**src/rtl/gpio_uart_pkg.sv**
```systemverilog
// Shared definitions for the GPIO-change UART transmitter: FSM encoding and baud default.
package gpio_uart_pkg;

    localparam int CLKS_PER_BIT_DEFAULT = 434;

    typedef enum logic [1:0] {
        IDLE  = 2'd0,
        START = 2'd1,
        DATA  = 2'd2,
        STOP  = 2'd3
    } tx_state_t;

endpackage

```
**src/rtl/gpio_uart_tx_fifo.sv**
```systemverilog
// 32-bit synchronous FIFO; occupancy counter is one bit wider than the pointers.
module sync_fifo32 #(
    parameter int DEPTH = 4
) (
    input  logic        clk,
    input  logic        rst,
    input  logic        push,
    input  logic        pop,
    input  logic [31:0] wr_data,
    output logic [31:0] rd_data,
    output logic        full,
    output logic        empty
);

    localparam int PW = $clog2(DEPTH);
    localparam logic [PW:0]   FULL_CNT = (PW + 1)'(DEPTH);
    localparam logic [PW:0]   CNT_ONE  = (PW + 1)'(1);
    localparam logic [PW-1:0] PTR_ONE  = PW'(1);

    logic [31:0]   mem [DEPTH];
    logic [PW-1:0] wr_ptr;
    logic [PW-1:0] rd_ptr;
    logic [PW:0]   count;
    logic          do_push;
    logic          do_pop;

    assign full    = (count == FULL_CNT);
    assign empty   = (count == '0);
    // A pop frees a slot on the same edge, so a push into a full FIFO still lands.
    assign do_pop  = pop && !empty;
    assign do_push = push && (!full || do_pop);
    assign rd_data = mem[rd_ptr];

    always_ff @(posedge clk) begin
        if (do_push) begin
            mem[wr_ptr] <= wr_data;
        end
    end

    always_ff @(posedge clk or posedge rst) begin
        if (rst) begin
            wr_ptr <= '0;
            rd_ptr <= '0;
            count  <= '0;
        end else begin
            if (do_push) wr_ptr <= wr_ptr + PTR_ONE;
            if (do_pop)  rd_ptr <= rd_ptr + PTR_ONE;
            if (do_push && !do_pop)      count <= count + CNT_ONE;
            else if (do_pop && !do_push) count <= count - CNT_ONE;
        end
    end

endmodule

```
**src/rtl/gpio_uart_tx.sv**
```systemverilog
// Watches a 32-bit GPIO word and serialises every change as four 8N1 UART bytes, LSB byte first.
// state | meaning: IDLE wait for FIFO word | START start bit | DATA 8 data bits | STOP stop bit
module gpio_uart_tx
    import gpio_uart_pkg::*;
#(
    parameter int CLKS_PER_BIT = CLKS_PER_BIT_DEFAULT,
    parameter int FIFO_DEPTH   = 4
) (
    input  logic        CLK,
    input  logic        RST,
    input  logic [31:0] GPIO,
    output logic        TX,
    output logic        BUSY,
    output logic        OVERFLOW
);

    localparam logic [15:0] BAUD_LAST = 16'(CLKS_PER_BIT - 1);

    tx_state_t   state_q;
    tx_state_t   state_d;
    logic [31:0] last_q;
    logic [31:0] shreg_q;
    logic [15:0] baud_cnt;
    logic [2:0]  bit_cnt;
    logic [1:0]  byte_idx;
    logic        overflow_q;
    logic        push;
    logic        pop;
    logic        full;
    logic        empty;
    logic        bit_done;
    logic        tx_d;
    logic [31:0] head_word;

    sync_fifo32 #(.DEPTH(FIFO_DEPTH)) u_fifo (
        .clk     (CLK),
        .rst     (RST),
        .push    (push),
        .pop     (pop),
        .wr_data (GPIO),
        .rd_data (head_word),
        .full    (full),
        .empty   (empty)
    );

    assign push     = (GPIO != last_q);
    assign bit_done = (baud_cnt == BAUD_LAST);
    assign TX       = tx_d;
    assign BUSY     = (state_q != IDLE) || !empty;
    assign OVERFLOW = overflow_q;

    always_ff @(posedge CLK or posedge RST) begin
        if (RST) state_q <= IDLE;
        else     state_q <= state_d;
    end

    always_comb begin
        state_d = state_q;
        pop     = 1'b0;
        tx_d    = 1'b1;
        case (state_q)
            IDLE: begin
                if (!empty) begin
                    pop     = 1'b1;
                    state_d = START;
                end
            end
            START: begin
                tx_d = 1'b0;
                if (bit_done) state_d = DATA;
            end
            DATA: begin
                tx_d = shreg_q[0];
                if (bit_done && bit_cnt == 3'd7) state_d = STOP;
            end
            STOP: begin
                if (bit_done) state_d = (byte_idx == 2'd3) ? IDLE : START;
            end
            default: state_d = IDLE;
        endcase
    end

    always_ff @(posedge CLK or posedge RST) begin
        if (RST) begin
            last_q     <= '0;
            overflow_q <= 1'b0;
            shreg_q    <= '0;
            baud_cnt   <= '0;
            bit_cnt    <= '0;
            byte_idx   <= '0;
        end else begin
            if (push) last_q <= GPIO;
            if (push && full && !pop) overflow_q <= 1'b1;

            if (pop) begin
                shreg_q  <= head_word;
                baud_cnt <= '0;
                bit_cnt  <= '0;
                byte_idx <= '0;
            end else if (state_q != IDLE) begin
                baud_cnt <= bit_done ? '0 : baud_cnt + 16'd1;
                // Shifting the whole word brings the next byte into [7:0] after 8 bits.
                if (state_q == DATA && bit_done) begin
                    shreg_q <= shreg_q >> 1;
                    bit_cnt <= bit_cnt + 3'd1;
                end
                if (state_q == STOP && bit_done && byte_idx != 2'd3) begin
                    byte_idx <= byte_idx + 2'd1;
                end
            end
        end
    end

endmodule

```
**config.mk**
```make
export PLATFORM = sky130hd
export DESIGN_NAME = gpio_uart_tx
export DESIGN_NICKNAME = d
export VERILOG_FILES = /design/src/rtl/gpio_uart_pkg.sv /design/src/rtl/gpio_uart_tx_fifo.sv /design/src/rtl/gpio_uart_tx.sv
export SDC_FILE = /design/constraint.sdc
export NUM_CORES = 1
export LEC_CHECK = 0
export ABC_AREA = 1
export BUFFER_PORTS_ARGS = -buffer_cell sky130_fd_sc_hd__buf_2
export CORE_MARGIN = 3
export CORE_UTILIZATION = 56
export CTS_CLUSTER_DIAMETER = 30
export DETAILED_ROUTE_END_ITERATION = 6
export PLACE_DENSITY = 0.76
export SLEW_MARGIN = 10
export SYNTH_ARGS = -nofsm -noshare
export SYNTH_HDL_FRONTEND = slang
export SYNTH_HIERARCHICAL = 1
export SYNTH_SLANG_ARGS = --single-unit
```
**constraint.sdc**
```tcl
create_clock -name CLK -period 3.1 [get_ports CLK]
set_input_delay 0.775 -clock CLK [delete_from_list [all_inputs] [get_ports CLK]]
set_output_delay 0.775 -clock CLK [all_outputs]
set_load 0.02 [all_outputs]
```
---- Word-level counts from Yosys, hierarchy flattened ----
Memories as Yosys holds them, arrays and structs flattened.
Cells that the tools add are included.
word-level totals
  word-level logic and storage cells ...... 83
  memory bits (writable) .................. 128
  register bits after elaboration ......... 95
  ROM bits ................................ 0
  memories ................................ 1
  bits in latches ......................... 0
  input port bits ......................... 34
  output and inout bits ................... 3
operators by class
  $mul .................................... 0
  bitwise logic cells ..................... 0
  divide/modulo/power cells ............... 0
  $lt $le $gt $ge ......................... 0
  mux-type cells .......................... 25
  reduce and logical (&&, ||, !) cells .... 27
  equality and inequality tests ........... 13
  shift-type cells ........................ 0
  $add $sub $neg .......................... 7
memory list
  memory      words  bits a word  rd ports  clocked after Yosys merged registers in  wr ports  line                     RTL
  u_fifo.mem  4      32           1         0                                        1         gpio_uart_tx_fifo.sv:20  logic [31:0] mem [DEPTH];
operators by type and width
  cell                   number
  $mux 32                3
  $mux 16                3
  $ne 32x32->1           1
  $add 16x1->16 const B  1
  $eq 16x9->1 const B    1
  $mux 3                 5
  $mux 2                 7
  $logic_and 1x1->1      10
  $ne 2x2->1 const B     5
  $reduce_bool 2->1      5
  $pmux 2 s4             1
  $add 2x1->2 const B    3
  $add 3x1->3 const B    2
  $eq 2x2->1 const B     3
  $eq 3x3->1 const B     2
  $logic_not 1->1        5
  $mux 1                 5
  $reduce_and 2->1       2
  $reduce_and 4->1       1
  $logic_not 3->1        1
  $sub 3x1->3 const B    1
  $eq 2x1->1 const B     1
  $logic_not 2->1        1
  $logic_or 1x1->1       2
  $pmux 1 s2             1

---- Depth between registers and ports, before layout ----
Gate-level depths: netlist (run 1).
  depth after elaboration ................. 10
  depth in mapped cells ................... 18
  mapped depth without buffers ............ 18

---- Hierarchy ----
The synthesis (run 1) kept the hierarchy.
modules (own cells, without submodules)
  module        cells each  sequential area each (µm²)  area each (µm²)  times used
  sync_fifo32   405         4018.9                      5361.4           1
  gpio_uart_tx  585         2202.1                      4536.9           1

---- Least setup slack after synthesis (run 1) ----
OpenSTA, ideal clock, no wires.
  path type ............................... register to register
  start point ............................. register state_q[0]
  end point ............................... memory u_fifo.mem[0][0], enable pin
  setup time .............................. 0.421 ns
  path slack .............................. -0.280 ns
  required time ........................... 2.679 ns
  path buffers ............................ 1
  data arrival time ....................... 2.959 ns
  cell stages (with the launch flop) ...... 10
  period minus slack after synthesis ...... 3.380 ns
  cells stage by stage .................... dfrtp_1 -> inv_1 -> ha_1 -> inv_2 -> nor2_4 -> clkbuf_1 -> inv_1 -> nand3_1 -> nand2_1 -> nor2_1
between the ends
  word-level cells in the longest chain between the ends .. 7
RTL lines
  what                          line                     RTL
  from (decl)                   gpio_uart_tx.sv:19       tx_state_t state_q;
  from (signal assigned)        gpio_uart_tx.sv:54       else state_q <= state_d;
  $logic_not 2->1               gpio_uart_tx.sv:61       case (state_q)
  $mux 1                        gpio_uart_tx.sv:61
  via pop                       gpio_uart_tx.sv:28       logic pop;
  $logic_and 1x1->1             gpio_uart_tx_fifo.sv:30  assign do_pop = pop && !empty;
  $logic_or 1x1->1              gpio_uart_tx_fifo.sv:31  assign do_push = push && (!full || do_pop);
  $logic_and 1x1->1             gpio_uart_tx_fifo.sv:31
  $mux 1                        gpio_uart_tx_fifo.sv:35  if (do_push) begin
  $mux 1 (not written as such)  gpio_uart_tx_fifo.sv:36  mem[wr_ptr] <= wr_data;
  to (decl)                     gpio_uart_tx_fifo.sv:20
The timed path passes the listed nets, and every way through them passes these cells.

---- Worst setup path after layout (run 1) ----
  start point ............................. register state_q[0]
  end point ............................... output TX
between the ends
  word-level cells in the longest chain between the ends .. 2
  elaborated cells between the ends (all ways) .. 3
  classes of those cells .................. eq/ne: 2; mux: 1
RTL lines
  what                                             line                RTL
  $eq 2x2->1 / $eq 2x1->1 (equally long branches)  gpio_uart_tx.sv:61
  $pmux 1 s2 (*)                                   gpio_uart_tx.sv:61
  to (decl)                                        gpio_uart_tx.sv:12  output logic TX,
Every way passes the cells marked *; elsewhere a longest branch is shown, timed or not.

==> results by group, run 1 <==
Status
  • Status: complete, no violations

STA
  • Slew HR: 51.1%
  • Setup ws final: 386 ps
  • Final Max Slew Viols: 0
  • Final min period: 2710 ps
  • Fin crit share: 87.5%
  • RSZ-0062 raised after global routing: no
  • Clock Skew: 31.9 ps
  • Highest clock rate: 0.368 GHz
  • Worst Tran Pin Value: 733 ps
  • Hold Slack: 205 ps
  • Final setup viols: 0
  • Hold Vio Cnt, Final: 0

Setup path
  • Critical Path Sink Type: primary output
  • Critical Path RT: 2320 ps
  • Data arrival time of the worst path: 1940 ps
  • CP Class: reg2out
  • Critical Path Source Type: flop
  • Crit-path max FO: 6

Placed design
  • Routability cong.: 0.792
  • Port bufs: 36
  • Pre-CTS WS: 122 ps
  • Placed insts: 1,192
  • HPWL after detailed placement: 11,500 um

Synthesis
  • Mux cell area share after synthesis: 0.101%
  • Post-Syn Area: 9900 sq um
  • Post-synth top flop: edfxtp_1
  • Post-Syn Nets: 1,040
  • Post-synth EDFFs: 128
  • Unique cell type count in the Yosys netlist: 37
  • Mean Syn Cell Area: 10.0 sq um
  • Synth Area in Simple Gates: 19.1%
  • Post-synthesis xor/xnor area fraction: 2.65%
  • Main combinational cell family by area after synthesis: simple AND/OR/NAND/NOR gates
  • Syn Inst Count: 990
  • Yosys reg bits: 223
  • Cell taking the most area after synthesis: edfxtp_1
  • Compound-cell area share of the yosys netlist: 6.56%
  • YS warnings: 6
  • Yosys top cell area share: 38.8%
  • Async SR Flop Fraction: 42.6%
  • Top cells by area, synth: edfxtp_1 (39%), dfrtp_1 (24%), nand2_1 (9.6%)
  • Seq/Total Area, Yosys: 62.8%
  • Synthesized-area fraction occupied by adder cells: 2.10%

Die
  • Die Height: 139 um
  • Die area: 19,300 sq um
  • Starting Density: 58.4%
  • # IOs: 37
  • Core Rows: 47
  • CORE AREA: 16,900 sq um
  • Die W: 139 um

Detailed routing
  • DR iter-0 viols: 474
  • Drt first pass iters: 5
  • Post-route DRC violation count: 0
  • Antenna Nets Post-Route: 0
  • Wirelength, routed: 20,100 um
  • WL/cell: 15.9 um
  • DR vias: 6,803
  • Via density: 5.38

Clock tree
  • Total CTS buffers: 39
  • Post-CTS Setup Bufs: 0
  • Clock tree root buffer cell: clkbuf_16
  • CTS tree: done
  • Max clock buf depth: 3
  • Clock slew at reported path FFs: 50 ps
  • H-tree depth: 2
  • Worst-skew pair later-pin latency: 540 ps
  • # resized after CTS: 0
  • # clock sinks: 223
  • CTS hold repair buffers: 0

Pwr
  • Total power: 7.55 mW
  • PwrDens: 657 nW/um^2
  • Static Leak: 4.85 nW
  • Worst VDD drop: 528 uV

Final layout
  • Layout area overhead: 16.0%
  • Fillers: 1,248
  • Share of layout cells above drive strength 1: 14.7%
  • # diodes: 0
  • Post-Layout Cell Count: 1,264
  • Nets: 1,063

GRT
  • First-pass GRT wire length: 33,400 um
  • Vias in the first global route: 6,738
  • Grt total ovfl: 0
  • Largest net degree at the start of global routing: 70
  • Total track usage: 21.2%
  • Initial antenna violation count: 0

Job
  • Maxcap violations: 0

Worst hold path
  • Worst hold path class: in2async
through the flow:
step	TNS, ps	util (%)	area [sq um]
floorplan	-35870	-	9900
global placement	0	59.9	10100
detailed placement	0	59.9	10100
CTS	0	67.8	11500
global route	0	67.8	11500
finish	0	67.8	11500
placed cells by master (no fill, tap or decap), drive strengths merged, types with 3 or more instances in the layout:
cell type and instances:
buf 52, o21ai 117, edfxtp 128, o22ai 6
xnor2 25, nor2 127, clkinv 15, nand3 57
nand2 257, clkbuf 49, nand4 7, inv 68
dfrtp 95, xor2 5, nor3 4, ha 15
bufinv 3, clkinvlp 6
registers in the layout, indices dropped and copies added (netlist names):
signal	flops
u_fifo/wr_ptr	2
byte_idx	2
OVERFLOW	1
baud_cnt	16
shreg_q	32
u_fifo/count	3
state_q	2
bit_cnt	3
u_fifo/mem	128
last_q	32
u_fifo/rd_ptr	2
power breakdown:
group          internal, mW  switching (mW)  leakage [nW]
sequential             3.17          0.0103          2.29
combinational        0.0477          0.0895          1.92
clock                  2.73            1.50         0.637
Yosys cell counts (14+ instances only):
cell,instances
nand2_1,254
edfxtp_1,128
nor2_1,111
o21ai_1,97
dfrtp_1,95
inv_1,60
nand3_1,56
clkbuf_1,39
xnor2_1,25
o21ai_0,20
ha_1,15
nor2_2,14
cell families (layout without fill, tap and decap cells):
logic type                 Yosys count  in the layout
DFF                                223            223
muxes                                1              1
AOI/OAI and AO/OA                  127            127
buffers and inverters              139            193
and+or+nand+nor                    454            454
adders and majority gates           16             16
xor gates and xnor gates            30             30
critical path: stages, from the launching register on:
cell     delay [ps]
dfrtp_1         440
inv_1           120
ha_1            260
or2_2           290
o21ai_0         110
buf_2           210
cell type report:
class,count,area (sq um),share of cell area [%]
Clock inverter,23,274,2.39
Tap cell,220,275,2.40
Inverter,69,260,2.27
Multi-Input combinational cell,628,3040,26.4
Sequential cell,223,6220,54.2
Clock buffer,49,1060,9.27
Timing Repair Buffer,52,350,3.05
routing by layer:
layer,up-vias,GRT usage (%),routed length [um]
met2,206,34.7,9910
met5,-,0,0
met4,0,7.26,376
met3,39,5.21,1200
li1,3275,-,-
met1,3283,27.9,8620
path summary, 6_finish.rpt:
| kind | end | depth (start not counted) | slack (ps) | start |
|---|---|---|---|---|
| max | TX | 5 | 390 | state_q[0] |
| min | u_fifo/rd_ptr[1] | 2 | 210 | RST |
| max reg2reg | u_fifo/count[1] | 11 | 500 | state_q[0] |
| min reg2reg | OVERFLOW | 2 | 450 | OVERFLOW |
| max in group asynchronous | shreg_q[26] | 3 | 2110 | RST |
| min in group CLK | last_q[2] | 1 | 420 | GPIO[2] |
Note: power is estimated with default switching activity, not from simulation.
==> inputs of run 2 (changes only) <==
--- a/config.mk
+++ b/config.mk
@@ -8,10 +8,10 @@
 export ABC_AREA = 1
 export BUFFER_PORTS_ARGS = -buffer_cell sky130_fd_sc_hd__buf_2
 export CORE_MARGIN = 3
-export CORE_UTILIZATION = 56
+export CORE_UTILIZATION = 50
 export CTS_CLUSTER_DIAMETER = 30
 export DETAILED_ROUTE_END_ITERATION = 6
-export PLACE_DENSITY = 0.76
+export PLACE_DENSITY = 0.69
 export SLEW_MARGIN = 10
 export SYNTH_ARGS = -nofsm -noshare
 export SYNTH_HDL_FRONTEND = slang
==> run 2 against run 1 <==
First-iteration DRC count down 32%. Via count down 2.1%. Clock power up 12%. Clock skew down 13 ps. Total power up 6.9%. Largest power group unchanged. Register-to-register slack better by 50 ps. Core utilization down 6.4 points. Highest routed layer is now met5. Cell count up 4.0%. Largest cell class unchanged. Clock-buffer cell count up 2.
==> results by group, run 2 (synthesized netlist as in run 1, its figures left out) <==
Pwr
  • Static Leak: 4.95 nW (+2.1%)
  • Comb power frac: 1.7% (about the same)
  • Int Pwr: 6.45 mW (+8.4%)
  • Part of the power in the clock network: 58.9% (+2.9 points)
  • PwrDens: 688 nW/um^2 (+4.7%)
  • P_sw: 1.62 mW (+1.3%)
  • Net Sw Frac: 20.1% (-1.1 points)
  • Reg power frac: 39.4% (-2.7 points)
  • Worst VDD drop: 477 uV (-9.7%)

Placed design
  • Pre-CTS WS: 244 ps (+122 ps)
  • Routability cong.: 0.823 (+3.9%)
  • Port bufs: 36 (unchanged)
  • HPWL after detailed placement: 11,500 um (+0.22%)
  • Placed insts: 1,234 (+3.5%)

Die
  • # IOs: 37 (unchanged)
  • Die area: 21,500 sq um (+11%)
  • Die W: 147 um (+5.6%)
  • Die Height: 147 um (+5.6%)
  • Starting Density: 51.9% (-6.6 points)
  • CORE AREA: 19,100 sq um (+13%)
  • Core Rows: 50 (+6.4%)

STA
  • RSZ-0062 raised after global routing: no
  • Setup ws final: 407 ps (+20.7 ps)
  • Post-route setup TNS: 0 ps (unchanged)
  • Highest clock rate: 0.371 GHz (+0.77%)
  • Slew HR: 52.6% (+1.6 points)
  • Final setup viols: 0 (unchanged)
  • Hold Vio Cnt, Final: 0 (unchanged)
  • Clock Skew: 19.0 ps (-12.9 ps)
  • Final Max Slew Viols: 0 (unchanged)
  • Hold Slack: 220 ps (+14.1 ps)
  • Final min period: 2690 ps (-20.7 ps)
  • Worst Tran Pin Value: 709 ps (-23.2 ps)
  • Fin crit share: 86.9% (-0.67 points)

Detailed routing
  • WL/cell: 15.3 um (-3.7%)
  • Drt first pass iters: 5 (unchanged)
  • Wirelength, routed: 20,100 um (+0.13%)
  • Antenna Nets Post-Route: 0 (unchanged)
  • DR iter-0 viols: 323 (-32%)
  • Post-route DRC violation count: 0 (unchanged)
  • DR vias: 6,663 (-2.1%)
  • Via density: 5.07 (-5.8%)

GRT
  • Initial antenna violation count: 2 (+2)
  • Largest net degree at the start of global routing: 69 (-1.4%)
  • Grt total ovfl: 0 (unchanged)
  • Vias in the first global route: 6,641 (-1.4%)
  • Total track usage: 19.2% (-2.0 points)
  • First-pass GRT wire length: 33,700 um (+0.85%)

Final layout
  • Share of layout cells above drive strength 1: 15.2% (+0.53 points)
  • Max FFs per register: 128 (unchanged)
  • Nets: 1,069 (+0.56%)
  • # diodes: 0 (unchanged)
  • Commonest non-fill, non-tap cell in the layout: nand2_1
  • Largest regs: u_fifo/mem: 128 flops, last_q: 32 flops, shreg_q: 32 flops
  • Final Util: 61.4% (-6.4 points)
  • Most frequent cells in the layout: nand2_1 (254), edfxtp_1 (128), nor2_1 (107), o21ai_1 (97), dfrtp_1 (94)
  • Fillers: 1,531 (+23%)
  • Layout area overhead: 18.5%
  • Post-Layout Cell Count: 1,314 (+4.0%)
  • Top reg by flops: u_fifo/mem

Clock tree
  • Max clock buf depth: 3 (unchanged)
  • Clock slew at reported path FFs: 50 ps (about the same)
  • Clock tree root buffer cell: clkbuf_16
  • Post-CTS Setup Bufs: 0 (unchanged)
  • H-tree depth: 2 (unchanged)
  • # clock sinks: 223 (unchanged)
  • # resized after CTS: 0 (unchanged)
  • Total CTS buffers: 43 (+10%)
  • CTS tree: done
  • CTS hold repair buffers: 0 (unchanged)
  • Worst-skew pair later-pin latency: 530 ps (about the same)

Setup path
  • CP Class: reg2out
  • Critical Path Sink Type: primary output
  • Data arrival time of the worst path: 1920 ps (-20 ps)
  • Crit-path max FO: 6 (unchanged)
  • Critical Path Source Type: flop
  • Flop-to-flop setup slack: 550 ps (+50 ps)
  • Critical Path RT: 2320 ps (about the same)

Job
  • Maxcap violations: 0 (unchanged)

Status
  • Status: complete, no violations

Worst hold path
  • Worst hold path class: in2async
## run 2: area by class of cell
type,count,area [sq um],share of cell area (%)
well taps,260,325,2.77
repair buffers,54,365,3.12
flip-flops and latches,223,6220,53.1
multi-input cells,628,3040,25.9
clock inverters,29,363,3.09
inverters,69,262,2.23
clock buffers,51,1150,9.77
## run 2: worst paths after layout
kind | startpoint | to | cells past startpoint
worst max-delay path | state_q[0] | TX | 5
worst min-delay path | RST | u_fifo/rd_ptr[1] | 2
worst max register to register | state_q[0] | shreg_q[18] | 9
worst min register to register | OVERFLOW | OVERFLOW | 2
max in group asynchronous | RST | state_q[0] | 3
min in group CLK | GPIO[4] | last_q[4] | 1
## run 2: metrics by stage
stage	power, mW	cell area (sq um)
4_1_cts	8.15	11700
2_1_floorplan	3.31	9900
3_5_place_dp	3.37	10200
5_1_grt	8.32	11700
3_3_place_gp	3.37	10200
6_report	8.07	11700
## run 2: metal layers
metal	GRT usage, %	vias up	wire [um]
met1	25.2	3181	8870
met5	0	-	18
met4	6.40	4	384
li1	-	3298	-
met2	31.8	144	9780
met3	4.44	36	1070
## run 2: worst max-delay path, stage by stage (launching register included)
cell and delay, ps:
dfrtp_1 440, inv_1 120, ha_1 270, or2_2 290, o21ai_0 90, buf_2 200
## run 2: power groups by stage
stage          Combinational [mW]  Sequential, mW  Clock, mW
6_report                    0.136            3.18       4.75
2_1_floorplan              0.0776            3.23          0
3_3_place_gp                0.135            3.23          0
3_5_place_dp                0.139            3.23          0
5_1_grt                     0.155            3.18       4.98
4_1_cts                     0.141            3.18       4.83
==> inputs of run 3 (changes only) <==
--- a/config.mk
+++ b/config.mk
@@ -5,7 +5,6 @@
 export SDC_FILE = /design/constraint.sdc
 export NUM_CORES = 1
 export LEC_CHECK = 0
-export ABC_AREA = 1
 export BUFFER_PORTS_ARGS = -buffer_cell sky130_fd_sc_hd__buf_2
 export CORE_MARGIN = 3
 export CORE_UTILIZATION = 50
==> run 3 against run 2 <==
Sequential share of layout area up 3.2 points. Routed wire length fell by 10%. Synthesized cell count is 40% lower. Worst setup slack got worse by 29 ps. Cell count is 31% lower. Global-route usage shrank 0.48 points. Die area is 5.9% lower. Non-clock buffer count increased by 4. Via count shrank 25%. Clock-buffer cell count decreased by 7. Sequential power grew 9.4%.
==> results by group, run 3 <==
Setup path
  • R2R Path Start: u_fifo/count[0]
  • Slowest cell on crit path: dfrtp_1
  • Most frequent cell on the critical path: inv_1
  • Reg2Reg Capture Point: u_fifo/count[2]
  • Critical Path Sink Type: primary output
  • CP cell instances: inv_1, ha_1, and2_1, inv_1, buf_2
  • Critical Path RT: 2320 ps (about the same)
  • Crit-path max FO: 8 (+2)
  • CP peak stage delay: 410 ps (-30 ps)
  • Flop-to-flop setup slack: 420 ps (-130 ps)
  • Data arrival time of the worst path: 1950 ps (+30 ps)
  • Reg2Reg Depth: 10 (+1)
  • Critical Path Source Type: flop
  • CP Class: reg2out

Synthesis
  • Syn Inst Count: 596 (-40%)
  • Yosys reg bits: 223 (unchanged)
  • Yosys top cell area share: 41.4% (+2.5 points)
  • Post-synth top flop: edfxtp_1
  • Unique cell type count in the Yosys netlist: 49 (+32%)
  • Async SR Flop Fraction: 42.6% (unchanged)
  • Seq/Total Area, Yosys: 66.9% (+4.1 points)
  • Top cells by area, synth: edfxtp_1 (41%), dfrtp_1 (26%), mux4_2 (6.8%)
  • Most instantiated cells after synthesis: edfxtp_1 (128), dfrtp_1 (95), nand2_1 (56)
  • YS warnings: 6 (unchanged)
  • Post-Syn Area: 9290 sq um (-6.1%)
  • Most common cell in the netlist: edfxtp_1
  • Mean Syn Cell Area: 15.6 sq um (+56%)
  • Post-synth EDFFs: 128 (unchanged)
  • Post-Syn Nets: 646 (-38%)
  • Cell taking the most area after synthesis: edfxtp_1

STA
  • Final setup viols: 0 (unchanged)
  • Post-route setup TNS: 0 ps (unchanged)
  • RSZ-0062 raised after global routing: no
  • Worst Tran Pin Value: 639 ps (-70.8 ps)
  • Final Max Slew Viols: 0 (unchanged)
  • Final min period: 2720 ps (+28.9 ps)
  • Fin crit share: 87.8% (+0.93 points)
  • Highest clock rate: 0.367 GHz (-1.1%)
  • Clock Skew: 30.7 ps (+11.7 ps)
  • Slew HR: 57.4% (+4.8 points)
  • Hold Vio Cnt, Final: 0 (unchanged)

Clock tree
  • CTS tree: done
  • H-tree depth: 2 (unchanged)
  • Clock tree root buffer cell: clkbuf_16
  • Clock slew at reported path FFs: 50 ps (about the same)
  • # clock sinks: 223 (unchanged)
  • Post-CTS Setup Bufs: 0 (unchanged)
  • # resized after CTS: 0 (unchanged)
  • Max clock buf depth: 3 (unchanged)
  • CTS hold repair buffers: 0 (unchanged)
  • Total CTS buffers: 40 (-7.0%)
  • Worst-skew pair later-pin latency: 530 ps (about the same)

Final layout
  • Share of layout cells above drive strength 1: 25.3% (+10 points)
  • Commonest non-fill, non-tap cell in the layout: edfxtp_1
  • Most frequent cells in the layout: edfxtp_1 (128), dfrtp_1 (94), nand2_1 (56), clkbuf_16 (41), xnor2_1 (38)
  • Layout area overhead: 18.9%
  • Finished Cell Area: 11,100 sq um (-5.8%)
  • Largest regs: u_fifo/mem: 128 flops, last_q: 32 flops, shreg_q: 32 flops
  • # diodes: 0 (unchanged)
  • Max FFs per register: 128 (unchanged)
  • Nets: 694 (-35%)
  • Top reg by flops: u_fifo/mem

Die
  • Starting Density: 51.4% (-0.50 points)
  • Die Height: 142 um (-3.0%)
  • Die area: 20,300 sq um (-5.9%)
  • Die W: 142 um (-3.0%)
  • Core Rows: 49 (-2.0%)
  • CORE AREA: 18,100 sq um (-5.2%)
  • # IOs: 37 (unchanged)

Detailed routing
  • Post-route DRC violation count: 0 (unchanged)
  • Wirelength, routed: 18,100 um (-10%)
  • DR vias: 4,995 (-25%)
  • WL/cell: 20.0 um (+31%)
  • Via density: 5.52 (+8.8%)
  • Metal2 WL: 9370 um (-4.1%)
  • DR top layer: met5
  • Antenna Nets Post-Route: 0 (unchanged)
  • Met3 WL post-DR: 787 um (-27%)
  • DR iter-0 viols: 293 (-9.3%)
  • WL met1: 7620 um (-14%)
  • Drt first pass iters: 4 (-1)

Pwr
  • Total power: 8.95 mW (+11%)
  • PwrDens: 810 nW/um^2 (+18%)
  • Worst VDD drop: 684 uV (+43%)
  • Static Leak: 4.08 nW (-17%)

Placed design
  • Routability cong.: 0.799 (-2.9%)
  • DP Area: 9600 sq um (-6.0%)
  • Port bufs: 36 (unchanged)
  • HPWL after detailed placement: 10,500 um (-9.0%)

Job
  • Maxcap violations: 0 (unchanged)

GRT
  • Largest net degree at the start of global routing: 58 (-16%)
  • Total track usage: 18.7% (-0.48 points)
  • Grt total ovfl: 0 (unchanged)
  • Initial antenna violation count: 1 (-1)
  • First-pass GRT wire length: 29,500 um (-12%)
  • Vias in the first global route: 5,447 (-18%)

Status
  • Status: complete, no violations

Worst hold path
  • Worst hold path class: in2async
==> run 3: cell count changes in the layout (fill, tap and decap cells not counted), moves of 16 or more <==
cell,before,now
nor2_2,16,0
nand3_1,56,5
mux4_2,0,28
mux2i_1,1,33
o21ai_1,97,22
inv_1,59,13
nor2_1,107,6
nand2_1,254,56
==> run 3: worst max-delay path: cells and delay by family (launching register included) <==
kind          cells  cell delay [ps]
fa+ha+maj         1              300
buf+inv           3              530
flops             1              410
simple gates      1              200
==> run 3: area by class of cell <==
cell class	count	area (sq um)
Clock buffer	44	1060
Clock inverter	30	389
Fill cell	1285	7040
Inverter	15	57.6
Multi-Input combinational cell	306	2640
Sequential cell	223	6220
Tap cell	229	287
Timing Repair Buffer	58	395
==> run 3: routing by layer <==
metal | up-vias | GRT usage [%]
met5 | - | 0
met4 | 2 | 6.70
met3 | 25 | 3.80
met2 | 121 | 31.5
met1 | 2561 | 24.5
li1 | 2286 | -
==> run 3: where the power goes <==
| group | internal, mW | total (mW) | switching [mW] |
|---|---|---|---|
| logic | 0.467 | 0.933 | 0.466 |
| registers | 3.34 | 3.48 | 0.133 |
| clock network | 2.95 | 4.54 | 1.58 |
==> run 3: worst max path at each step <==
| stage | startpoint | to | slack, ps |
|---|---|---|---|
| after floorplan | RST | OVERFLOW | 50 |
| after global routing | u_fifo/count[0] | u_fifo/count[2] | 140 |
| final | state_q[0] | BUSY | 380 |
| after CTS | state_q[0] | BUSY | 350 |
| after detailed placement | GPIO[21] | u_fifo/count[1] | 50 |
| after global placement | GPIO[1] | u_fifo/count[1] | 100 |
==> run 3: cell families (layout without fill, tap and decap cells) <==
logic type | Yosys count | in the layout | synth area share, %
xor gates and xnor gates | 43 | 43 | 4.05
AOI/OAI and AO/OA | 73 | 73 | 4.50
DFF | 223 | 223 | 66.9
muxes | 68 | 68 | 11.8
and+or+nand+nor | 106 | 106 | 5.82
buffers and inverters | 67 | 147 | 4.62
adders and majority gates | 16 | 16 | 2.24
==> run 3: metrics by stage <==
stage,setup WS (ps),hold WS [ps],util [%],std cells
after floorplan,46.4,444,-,596
after global placement,98.4,469,53.1,831
after detailed placement,52.9,478,53.1,831
after CTS,350,189,61.1,905
after global routing,136,206,61.1,905
final,378,198,61.1,905
